==> config.mk <==
export PLATFORM = sky130hd
export DESIGN_NAME = alert_cond
export DESIGN_NICKNAME = d
export VERILOG_FILES = /design/src/rtl/alert_cond.sv
export SDC_FILE = /design/constraint.sdc
export NUM_CORES = 1
export LEC_CHECK = 0
export CAP_MARGIN = 20
export CORE_UTILIZATION = 50
export DETAILED_ROUTE_END_ITERATION = 6
export DONT_BUFFER_PORTS = 1
export MAX_ROUTING_LAYER = met4
export PLACE_DENSITY = 0.74
export SYNTH_ARGS = -nofsm -noshare
export SYNTH_HDL_FRONTEND = slang
export SYNTH_SLANG_ARGS = --single-unit
==> constraint.sdc <==
create_clock -name clk -period 2.5 [get_ports clk]
set_clock_uncertainty 0.15 [all_clocks]
set_input_delay 0.125 -clock clk [delete_from_list [all_inputs] [get_ports clk]]
set_output_delay 0.125 -clock clk [all_outputs]
set_load 0.02 [all_outputs]
==> src/rtl/alert_cond.sv <==
// alert_cond: condition generator feeding the piezo driver.
// Each of the battery and wheel-speed sample streams is block-averaged over
// 2^AVG_LOG2 samples. The averages then pass through a hysteresis and
// persistence qualifier, giving glitch-free batt_low and too_fast levels.
// en_steer is en_steer_in delayed by one register stage.
// Optional feature: define STICKY_BATT_LOW_EN to make batt_low latch until rst.

// One averaging + qualification channel. LOW_SENSE selects the threshold
// direction: 1 = set below SET_TH / clear at or above CLR_TH,
// 0 = set above SET_TH / clear at or below CLR_TH.
module alert_chan #(
   parameter int unsigned AVG_LOG2  = 2,
   parameter logic [11:0] SET_TH    = 12'h000,
   parameter logic [11:0] CLR_TH    = 12'h000,
   parameter bit          LOW_SENSE = 1'b1,
   parameter bit          STICKY    = 1'b0,
   parameter int unsigned PERSIST   = 3
) (
   input  logic        clk,
   input  logic        rst,
   input  logic        vld,
   input  logic [11:0] sample,
   output logic        flag
);

   localparam int unsigned         ACC_W     = 12 + AVG_LOG2;
   localparam logic [AVG_LOG2-1:0] LAST_IDX  = '1;
   localparam logic [3:0]          PERSIST_C = 4'(PERSIST);

   localparam logic [0:0] ST_CLR = 1'b0;
   localparam logic [0:0] ST_SET = 1'b1;

   logic [AVG_LOG2-1:0] idx;
   logic [ACC_W-1:0]    acc;
   logic [ACC_W-1:0]    sum;
   logic [11:0]         avg;
   logic                avg_vld;
   logic [0:0]          state;
   logic [3:0]          pc;
   logic                qual;

   // The accumulator is wide enough for a full window, so this sum never wraps.
   assign sum = acc + ACC_W'(sample);

   // Accumulate samples; on the last index register the truncated average.
   always_ff @(posedge clk) begin
      // NOTE: state is updated with non-blocking assignments so every register
      // samples the pre-edge values, independent of statement order.
      if (rst) begin
         idx     <= '0;
         acc     <= '0;
         avg     <= '0;
         avg_vld <= 1'b0;
      end else begin
         avg_vld <= 1'b0;
         if (vld) begin
            if (idx == LAST_IDX) begin
               // Dropping the low AVG_LOG2 bits is the truncating divide.
               avg     <= sum[AVG_LOG2 +: 12];
               avg_vld <= 1'b1;
               acc     <= '0;
               idx     <= '0;
            end else begin
               acc <= sum;
               idx <= idx + 1'b1;
            end
         end
      end
   end

   // Decide whether the current average argues for leaving the current state.
   always_comb begin
      // NOTE: the default assignment up front keeps this block purely
      // combinational; without it some paths would infer a latch.
      qual = 1'b0;
      if (state == ST_CLR) begin
         qual = LOW_SENSE ? (avg < SET_TH) : (avg > SET_TH);
      end else if (!STICKY) begin
         qual = LOW_SENSE ? (avg >= CLR_TH) : (avg <= CLR_TH);
      end
   end

   // Persistence counter and flag state; only averages move the counter.
   // An average in the hysteresis band is non-qualifying and restarts the count.
   always_ff @(posedge clk) begin
      if (rst) begin
         state <= ST_CLR;
         pc    <= '0;
      end else if (avg_vld) begin
         if (!qual) begin
            pc <= '0;
         end else if (pc + 4'd1 == PERSIST_C) begin
            state <= ~state;
            pc    <= '0;
         end else begin
            pc <= pc + 4'd1;
         end
      end
   end

   assign flag = (state == ST_SET);

endmodule

module alert_cond #(
   parameter int unsigned AVG_LOG2   = 2,
   parameter logic [11:0] BATT_LO_TH = 12'hA98,
   parameter logic [11:0] BATT_HYST  = 12'h040,
   parameter logic [11:0] SPD_HI_TH  = 12'h600,
   parameter logic [11:0] SPD_HYST   = 12'h080,
   parameter int unsigned PERSIST    = 3
) (
   input  logic        clk,
   input  logic        rst,
   input  logic        batt_vld,
   input  logic [11:0] batt,
   input  logic        spd_vld,
   input  logic [11:0] spd,
   input  logic        en_steer_in,
   output logic        batt_low,
   output logic        too_fast,
   output logic        en_steer
);

   // Release thresholds are computed at 13 bits and saturated into 12 bits.
   localparam logic [12:0] BATT_CLR_SUM = {1'b0, BATT_LO_TH} + {1'b0, BATT_HYST};
   localparam logic [11:0] BATT_CLR_TH  = BATT_CLR_SUM[12] ? 12'hFFF : BATT_CLR_SUM[11:0];
   localparam logic [11:0] SPD_CLR_TH   = (SPD_HYST > SPD_HI_TH) ? 12'h000
                                                                : (SPD_HI_TH - SPD_HYST);

`ifdef STICKY_BATT_LOW_EN
   localparam bit BATT_STICKY = 1'b1;
`else
   localparam bit BATT_STICKY = 1'b0;
`endif

   alert_chan #(
      .AVG_LOG2  (AVG_LOG2),
      .SET_TH    (BATT_LO_TH),
      .CLR_TH    (BATT_CLR_TH),
      .LOW_SENSE (1'b1),
      .STICKY    (BATT_STICKY),
      .PERSIST   (PERSIST)
   ) u_batt (
      .clk    (clk),
      .rst    (rst),
      .vld    (batt_vld),
      .sample (batt),
      .flag   (batt_low)
   );

   alert_chan #(
      .AVG_LOG2  (AVG_LOG2),
      .SET_TH    (SPD_HI_TH),
      .CLR_TH    (SPD_CLR_TH),
      .LOW_SENSE (1'b0),
      .STICKY    (1'b0),
      .PERSIST   (PERSIST)
   ) u_spd (
      .clk    (clk),
      .rst    (rst),
      .vld    (spd_vld),
      .sample (spd),
      .flag   (too_fast)
   );

   // Pass the steering enable through one register stage.
   always_ff @(posedge clk) begin
      if (rst) en_steer <= 1'b0;
      else     en_steer <= en_steer_in;
   end

endmodule

==> results of run 1 <==
stage by stage:
| step | hold WS (ns) | instances | utilization (%) | TNS (ns) |
|---|---|---|---|---|
| after global placement | 0.0512 | 572 | 52.5 | 0 |
| after global routing | 0.00977 | 602 | 57.6 | -0.161 |
| after floorplan | 0.103 | 493 | - | 0 |
| after detailed placement | 0.0537 | 572 | 52.5 | 0 |
| after CTS | 0.00331 | 598 | 56.8 | 0 |
| final | 0.00537 | 602 | 57.6 | 0 |
power breakdown:
part / switching (mW) / total, mW / internal [mW] / leakage (nW)
clock network: 0.440 / 1.01 / 0.570 / 0.108
logic: 0.411 / 0.703 / 0.292 / 1.20
registers: 0.0454 / 1.17 / 1.12 / 0.538
total: 0.896 / 2.88 / 1.98 / 1.85
routing by layer:
layer  global-route usage, %  vias up  share of wire, %
li1                        -     1798                 -
met1                    28.4     1708                45
met2                    39.2      104                47
met3                    5.56       26               5.4
met4                    9.77        0               2.5
met5                       -        -                 0
cell type report:
type	instances	area share [%]
Clock buffer	13	3.98
Clock inverter	3	1.00
Inverter	20	1.67
Multi-Input combinational cell	383	57.6
Sequential cell	66	29.4
Tap cell	102	2.84
Timing Repair Buffer	15	3.50
cell usage in the layout (no fill, tap or decap), drive strengths merged, types with 3 or more instances in the layout:
| master | n |
|---|---|
| dfxtp | 66 |
| nor2 | 50 |
| nand2 | 42 |
| a21oi | 40 |
| ha | 30 |
| nand3 | 23 |
| inv | 20 |
| o21ai | 16 |
| a21o | 15 |
| nor2b | 14 |
| clkbuf | 13 |
| a31oi | 11 |
| nand2b | 10 |
| nor3 | 10 |
| dlygate4sd3 | 10 |
| xor2 | 8 |
| xnor2 | 7 |
| and2 | 6 |
| and3 | 6 |
| nand4 | 5 |
| o32ai | 5 |
| nor3b | 5 |
| o211ai | 5 |
| a211oi | 5 |
| buf | 5 |
| or3 | 4 |
| o21a | 4 |
| a311o | 4 |
| nand3b | 4 |
| a22oi | 4 |
| nand4b | 4 |
| a211o | 4 |
| nor4 | 4 |
| o31ai | 3 |
| mux2i | 3 |
| a21boi | 3 |
path summary, 6_finish.rpt:
path	startpoint	endpoint	slack [ns]	cells after the start
worst max-delay path	u_spd.acc[0]$_SDFFE_PP0P_	u_spd.avg[6]$_SDFFE_PP0P_	0.06	10
worst min-delay path	rst	u_spd.avg[9]$_SDFFE_PP0P_	0.005	2
worst max register to register	u_spd.acc[0]$_SDFFE_PP0P_	u_spd.avg[6]$_SDFFE_PP0P_	0.06	10
worst min register to register	u_spd.avg[2]$_SDFFE_PP0P_	u_spd.avg[2]$_SDFFE_PP0P_	0.32	2
sequential cells by signal, summed over array words and instances, names as in the netlist, 2 cells and up:
name and cells:
u_spd.avg 12, u_spd.idx 2, u_batt.avg 9, u_spd.acc 14, u_spd.pc 4, u_batt.pc 4, u_batt.acc 14, u_batt.idx 2
cells by family after synthesis:
kind of cell | Yosys count | synth area share [%]
mux | 5 | 1.29
xor+xnor | 15 | 3.24
compound gates | 136 | 23.7
fa+ha+maj | 32 | 10.2
buf+inv | 44 | 4.28
flops | 66 | 32.6
simple gates | 195 | 24.7
cells in the mapped netlist (all sizes together), types with 3 or more instances:
library cell	number
inv	20
a22oi	4
a211o	4
nand2b	10
a311o	4
nor2b	14
o31ai	3
a21boi	3
and2	6
ha	30
nor3	10
a21o	15
or3	4
o32ai	5
nand3	23
xor2	8
a211oi	5
clkbuf	18
a31oi	11
o21a	4
o21ai	16
nor2	50
nand2	42
nand3b	4
nand4	5
nor4	4
mux2i	3
nand4b	4
buf	6
and3	6
o211ai	5
nor3b	5
a21oi	40
xnor2	7
dfxtp	66
timing repair:
item,4_1_cts,5_1_grt
setup buffers,0,3
resized for setup,0,9
setup endpoints to repair,0,4
hold buffers,10,1
hold endpoints to repair,60,1
==> impl_metrics.csv, run 1 <==
group,metric,value,unit
drt,routedWlPerCell,16.0,um
placement,numPortBuffers,0,
global_routing,grt_max_degree,63,
setup_path,crit_chain,"ha_2, inv_1, fa_1, nor2b_2, o31a_1, o21a_1, buf_4, o211a_1, nor3_1, a311o_1",
placement,gp_congestion,0.892,
timing,tightest_slew,0.754,ns
power,power,2.88,mW
clocking,ctsLongestPathBuffers,2,
synth,yosysSeqAreaShare,32.6,%
clocking,clk_pin_slew,0.08,ns
setup_path,endpoint_kind,"flop",
drt,drtIter0Drc,210,
setup_path,cp_data_arrival_time,2.54,ns
hold_path,hp-class,"in -> reg",
setup_path,crit_slowest_cell,"fa_1",
setup_path,path_delay_family,"compound AO/OA/AOI/OAI gates",
synth,syn_area_per_cell,8.23,um^2
timing,slew_viol_final,0,
global_routing,grt_pass1_wl,15.7,mm
timing,setup_ws,0.0586,ns
timing,relSlewSlack,49.7,%
timing,max_clock_freq,410,MHz
clocking,cts.sinks,66,
drt,vias,3636,
final_layout,areaGrowthSynthToFinish,10.8,%
power,vdd_drop_max,0.360,mV
flow_run,max_cap_violations,0,
synth,synth_area_leader_cell,"dfxtp_1",
clocking,cts_buffers,9,
timing,hold_viol_final,0,
synth,synth_warnings,0,
synth,async_reset_ff_share,0,%
timing,setup_viol,0,
placement,pre_cts_ws,0.0470,ns
synth,syn-cell-area,4060,um^2
die,fp-row-count,32,
final_layout,multi_input_area,2590,um^2
placement,dpl_cell_area,4100,um^2
global_routing,grt_pass1_vias,3349,
setup_path,crit_fanout,3,
drt,viasPerCell,6.04,
clocking,cts-htree-levels,3,
timing,fin_crit_sh,97.7,%
drt,firstDrtPassIters,5,
final_layout,nNetsFinal,556,
clocking,clock_latency,0.35,ns
setup_path,cp_slowest_stage_delay,0.41,ns
drt,wl,9.64,mm
setup_path,crit_required,2.60,ns
global_routing,grt_overflow,0,
drt,drc,0,
synth,netlist_instances,493,
final_layout,stdcell_area,4500,um^2
die,die_h,92.1,um
clocking,cts_tree,"built",
synth,synthFlopType,"dfxtp_1",
timing,finalCriticalPeriod,2.44,ns
setup_path,start_kind,"flop",
placement,place_hpwl,6.32,mm
synth,synth_seq_cells,66,
outcome,status,"finished clean",
setup_path,path_buf_inv,2,
synth,ys_types,68,
final_layout,seqCellArea,1320,um^2
synth,synth-edff-count,0,
global_routing,grt.total_usage,24.0,%
die,die_w,92.1,um
synth,synthTopCellsByArea,"dfxtp_1 33%, ha_1 9.2%, a21oi_1 4.8%",
power,powerDensity,640,nW/um^2
die,start_util,52.0,%
die,io-pin-count,32,
synth,synthesis.nets,554,
final_layout,layout-drive-gt1-share,8.20,%
clocking,root_buffer,"clkbuf_8",
die,dieArea,8480,um^2
setup_path,path_class,"reg -> reg",
global_routing,antenna_found_initial,0,
power,leakagePower,1.85,nW
final_layout,nFillCells,718,
drt,ant_nets,0,
die,core,7810,um^2
synth,synth_top_area_share,32.6,%
final_layout,diodes,0,
Power figures use the tool's default switching activity.
==> run 2, diff against run 1 <==
==> constraint.sdc (replaced) <==
create_clock -name clk -period 3 [get_ports clk]
set_clock_uncertainty 0.15 [all_clocks]
set_input_delay 0.15 -clock clk [delete_from_list [all_inputs] [get_ports clk]]
set_output_delay 0.15 -clock clk [all_outputs]
set_load 0.02 [all_outputs]
==> run 2 against run 1 <==
Sequential cell count unchanged. Routed wire length shrank 4.7%. Non-clock buffer count down 7. Critical path depth did not move. Design area fell by 3.2%. Via count shrank 1.8%. Hold slack improved by 0.011 ns. Worst setup slack better by 0.44 ns. First-iteration DRC count down 28%. Sequential share of layout area up 0.93 points. Clock-buffer cell count fell by 2. Largest power group unchanged. Highest routed layer unchanged.
==> impl_metrics.csv, run 2 (same netlist as run 1, synthesis figures left out) <==
group,metric,value,unit
final_layout,diodes,0,
power,powerDensity,508,nW/um^2
clocking,ctsLongestPathBuffers,2,
timing,hold_viol_final,0,
final_layout,nFillCells,760,
final_layout,areaGrowthSynthToFinish,7.31,%
clocking,root_buffer,"clkbuf_8",
setup_path,crit_chain,"dlygate4sd3_1, ha_1, inv_1, fa_1, nor2b_1, o31a_1, o21a_1, o211ai_2, a2111oi_0, a311o_1",
final_layout,top_regs,"u_batt.acc (14), u_spd.acc (14), u_spd.avg (12)",
die,core,7810,um^2
clocking,cts.sinks,66,
placement,dpl_cell_area,4090,um^2
global_routing,antenna_found_initial,0,
final_layout,layout-drive-gt1-share,5.49,%
timing,fin_crit_sh,83.4,%
timing,relSlewSlack,49.8,%
die,io-pin-count,32,
clocking,cts_setup_buffers,0,
die,dieArea,8480,um^2
drt,firstDrtPassIters,5,
drt,ant_nets,0,
die,die_w,92.1,um
timing,finalCriticalPeriod,2.50,ns
hold_path,whs_path_depth,2,
placement,numPortBuffers,0,
setup_path,endpoint_kind,"flop",
clocking,clk_pin_slew,0.07,ns
outcome,status,"finished clean",
drt,routedWlPerCell,15.5,um
power,leakagePower,1.78,nW
drt,drc,0,
final_layout,final_util,55.8,%
clocking,clock_latency,0.35,ns
drt,viasPerCell,6.01,
setup_path,reg2regPathDepth,9,
placement,gp_congestion,0.902,
setup_path,cp_data_arrival_time,2.65,ns
global_routing,grt_busiest_layer,"met2",
setup_path,crit_fanout,4,
power,power,2.21,mW
placement,place_hpwl,6.22,mm
clocking,cts_buffers,9,
drt,vias,3572,
timing,slew_viol_final,0,
timing,max_clock_freq,400,MHz
setup_path,crit_required,3.14,ns
global_routing,use_met3,5.06,%
timing,tightest_slew,0.752,ns
final_layout,mostFrequentLayoutCell,"dfxtp_1",
die,fp-row-count,32,
drt,drtIter0Drc,152,
timing,tns,0,ns
setup_path,cp_slowest_stage_delay,0.54,ns
clocking,cts_tree,"built",
die,start_util,52.0,%
die,die_h,92.1,um
timing,rsz0062_at_grt,"no",
final_layout,nNetsFinal,549,
global_routing,grt_max_degree,64,
global_routing,grt_pass1_wl,16.0,mm
setup_path,crit_slowest_cell,"dlygate4sd3_1",
final_layout,stdcell_area,4360,um^2
flow_run,max_cap_violations,0,
final_layout,layout_common_cells,"66 x dfxtp_1, 49 x nor2_1, 40 x nand2_1",
final_layout,multi_input_area,2560,um^2
timing,setup_viol,0,
setup_path,start_kind,"input port",
drt,wl,9.19,mm
global_routing,grt_use_met1,28.7,%
global_routing,use_met2,40.0,%
power,vdd_drop_max,0.259,mV
global_routing,grt.total_usage,24.0,%
final_layout,seqCellArea,1320,um^2
clocking,cts-htree-levels,3,
hold_path,hp-class,"in -> reg",
placement,place_inst,571,
final_layout,instances_no_fill,594,
global_routing,grt_overflow,0,
global_routing,grt_pass1_vias,3483,
setup_path,path_class,"in -> reg",
## run 2: area by class of cell
type	count	share of cell area, %
tap	102	2.93
multi-input combinational	383	58.9
inverter	20	1.72
clock buffer	11	3.25
clock inverter	4	0.661
sequential	66	30.3
timing repair buffer	8	2.24
## run 2: where the power goes
group	switching [mW]	internal [mW]
logic	0.332	0.232
clock network	0.361	0.318
registers	0.0372	0.933
## run 2: path summary, 6_finish.rpt
path / endpoint / from / slack [ns]
setup / recovery: u_spd.avg[6]$_SDFFE_PP0P_ / spd[0] / 0.50
hold / removal: u_batt.acc[10]$_SDFFE_PP0P_ / rst / 0.02
setup reg to reg: u_spd.avg[6]$_SDFFE_PP0P_ / u_spd.acc[0]$_SDFFE_PP0P_ / 0.51
hold reg to reg: u_batt.avg[3]$_SDFFE_PP0P_ / u_batt.avg[3]$_SDFFE_PP0P_ / 0.31
## run 2: per-stage QoR
stage / worst slack [ns] / hold WS (ns)
after floorplan: 0.805 / 0.128
after global placement: 0.693 / 0.0762
after detailed placement: 0.617 / 0.0777
after CTS: 0.526 / 0.00636
after global routing: 0.352 / 0.00496
final: 0.498 / 0.0159
## run 2: worst max-delay path: cells and delay by family
kind,cells,cell delay (ns)
buffers and inverters,2,0.59
and+or+nand+nor,1,0.18
adders and majority gates,2,0.56
AOI/OAI and AO/OA,5,1.16
## run 2: timing repair
action                                 in CTS  in global routing
endpoints found under the hold margin      60                  0
resized for setup                           0                  0
hold buffers                                8                  0
## run 2: routing by layer
layer  up-vias  routed length (um)
li1       1796                   -
met1      1676                4220
met2        83                4310
met3        17                 479
met4         0                 178
met5         -                   0
==> run 3, diff against run 2 <==
==> constraint.sdc (replaced) <==
create_clock -name clk -period 2.4 [get_ports clk]
set_clock_uncertainty 0.15 [all_clocks]
set_input_delay 0.12 -clock clk [delete_from_list [all_inputs] [get_ports clk]]
set_output_delay 0.12 -clock clk [all_outputs]
set_load 0.02 [all_outputs]
==> run 3 against run 2 <==
Design area grew 4.3%. Routed wire length rose by 1.4%. Register-to-register slack worse by 0.50 ns. Worst setup slack lost 0.49 ns. Die area is the same. Sequential share of layout area shrank 1.2 points. Global-route usage fell by 0.058 points. Non-clock buffer count up 9. Clock-buffer cell count is 2 lower. Cell count increased by 1.7%. Total power up 37%. Clock power rose by 59%. Critical endpoint is now u_spd.acc[6]$_SDFFE_PP0P_. Largest cell class unchanged.
==> impl_metrics.csv, run 3 (same netlist as run 1, synthesis figures left out) <==
group,metric,value,unit
global_routing,grt_pass1_vias,3502,
final_layout,seqCellArea,1320,um^2
drt,drc,0,
final_layout,mostFrequentLayoutCell,"dfxtp_1",
power,leakagePower,1.86,nW
setup_path,endpoint,"u_spd.acc[6]$_SDFFE_PP0P_",
hold_path,hold_start,"batt_vld",
setup_path,r2r_end,"u_spd.acc[6]$_SDFFE_PP0P_",
clocking,clk_pin_slew,0.09,ns
die,core,7810,um^2
final_layout,instances_no_fill,604,
timing,finalCriticalPeriod,2.39,ns
final_layout,multi_input_area,2620,um^2
timing,fin_crit_sh,99.7,%
timing,slew_viol_final,0,
placement,numPortBuffers,0,
clocking,cts_buffers,9,
clocking,cts.sinks,66,
timing,max_clock_freq,418,MHz
clocking,clock_latency,0.35,ns
hold_path,hp-class,"in -> reg",
die,start_util,52.0,%
setup_path,startpoint,"u_spd.acc[2]$_SDFFE_PP0P_",
setup_path,cp_data_arrival_time,2.48,ns
timing,setup_ws,0.00709,ns
setup_path,crit_fanout,4,
drt,firstDrtPassIters,4,
placement,place_inst,576,
clocking,cts-htree-levels,3,
setup_path,start_kind,"flop",
final_layout,layout_common_cells,"65 x dfxtp_1, 49 x nor2_1, 39 x nand2_1",
die,io-pin-count,32,
power,vdd_drop_max,0.343,mV
die,fp-row-count,32,
final_layout,areaGrowthSynthToFinish,11.9,%
power,power,3.04,mW
clocking,root_buffer,"clkbuf_8",
timing,relSlewSlack,50.6,%
placement,place_hpwl,6.30,mm
global_routing,grt.total_usage,23.9,%
clocking,ctsLongestPathBuffers,2,
setup_path,endpoint_kind,"flop",
final_layout,nFillCells,717,
drt,drtIter0Drc,163,
drt,viasPerCell,6.05,
clocking,cts_tree,"built",
timing,tightest_slew,0.738,ns
final_layout,nNetsFinal,558,
setup_path,path_class,"reg -> reg",
power,powerDensity,669,nW/um^2
global_routing,grt_max_degree,65,
global_routing,grt_pass1_wl,15.8,mm
setup_path,crit_required,2.49,ns
placement,pre_cts_ws,-0.0205,ns
final_layout,final_util,58.2,%
timing,rsz0062_at_grt,"yes",
final_layout,layout-drive-gt1-share,9.96,%
final_layout,top_regs,"u_batt.acc (14), u_spd.acc (14), u_spd.avg (12)",
outcome,status,"finished clean",
flow_run,max_cap_violations,0,
drt,ant_nets,0,
setup_path,reg2regPathDepth,8,
final_layout,diodes,0,
setup_path,r2r_start,"u_spd.acc[2]$_SDFFE_PP0P_",
die,die_w,92.1,um
global_routing,grt_overflow,0,
global_routing,antenna_found_initial,0,
placement,gp_congestion,0.881,
drt,vias,3653,
die,die_h,92.1,um
drt,wl,9.31,mm
drt,routedWlPerCell,15.4,um
timing,hold_viol_final,0,
timing,setup_viol,0,
setup_path,reg2reg_slack,0.007,ns
die,dieArea,8480,um^2
==> run 3: critical path, stage by stage (launching register included) <==
cell and delay [ns]:
dfxtp_1 0.33, ha_1 0.32, nor2b_2 0.18, o31a_1 0.32, o21a_1 0.24, buf_4 0.15
or3_4 0.33, a32oi_2 0.21, nor2_1 0.07
==> run 3: per-stage QoR <==
step / area, um^2 / setup TNS, ns / hold slack, ns
floorplan: 4060 / 0 / 0.0982
global placement: 4130 / 0 / 0.0465
detailed placement: 4130 / -0.0205 / 0.0482
CTS: 4450 / 0 / 0.00238
global route: 4540 / -0.212 / 0.0560
finish: 4540 / 0 / 0.0538
==> run 3: repair_timing <==
item,in CTS,in global routing
resized for setup,2,14
setup endpoints to repair,1,5
hold buffers,8,1
hold endpoints to repair,60,1
pin swaps,0,6
buffers inserted,0,3
==> run 3: worst min-delay path by stage <==
stage	to	slack, ns	depth (start not counted)
after global placement	u_batt.pc[3]$_SDFFE_PP0P_	0.05	1
after detailed placement	u_batt.pc[0]$_SDFFE_PP0P_	0.05	1
after CTS	u_spd.avg[6]$_SDFFE_PP0P_	0.002	2
after global routing	u_batt.avg[3]$_SDFFE_PP0P_	0.06	3
final	u_batt.acc[12]$_SDFFE_PP0P_	0.05	3
after floorplan	en_steer$_SDFF_PP0_	0.1	1
==> run 3: cell type report <==
type / count / area share, %
tap: 102 / 2.81
timing repair buffer: 17 / 3.75
sequential: 66 / 29.1
clock buffer: 9 / 2.73
clock inverter: 7 / 2.23
multi-input combinational: 383 / 57.7
inverter: 20 / 1.65
==> run 3: routing by layer <==
layer / vias to the layer above / global-route usage, % / share of wire, %
li1: 1803 / - / -
met1: 1748 / 27.6 / 46
met2: 87 / 40.5 / 48
met3: 15 / 4.31 / 3.8
met4: 0 / 10.5 / 1.9
met5: - / - / 0
==> run 3: power breakdown <==
group          total (mW)  switching (mW)  internal (mW)
Clock                1.08           0.484          0.594
Combinational       0.747           0.427          0.320
Sequential           1.21          0.0472           1.17
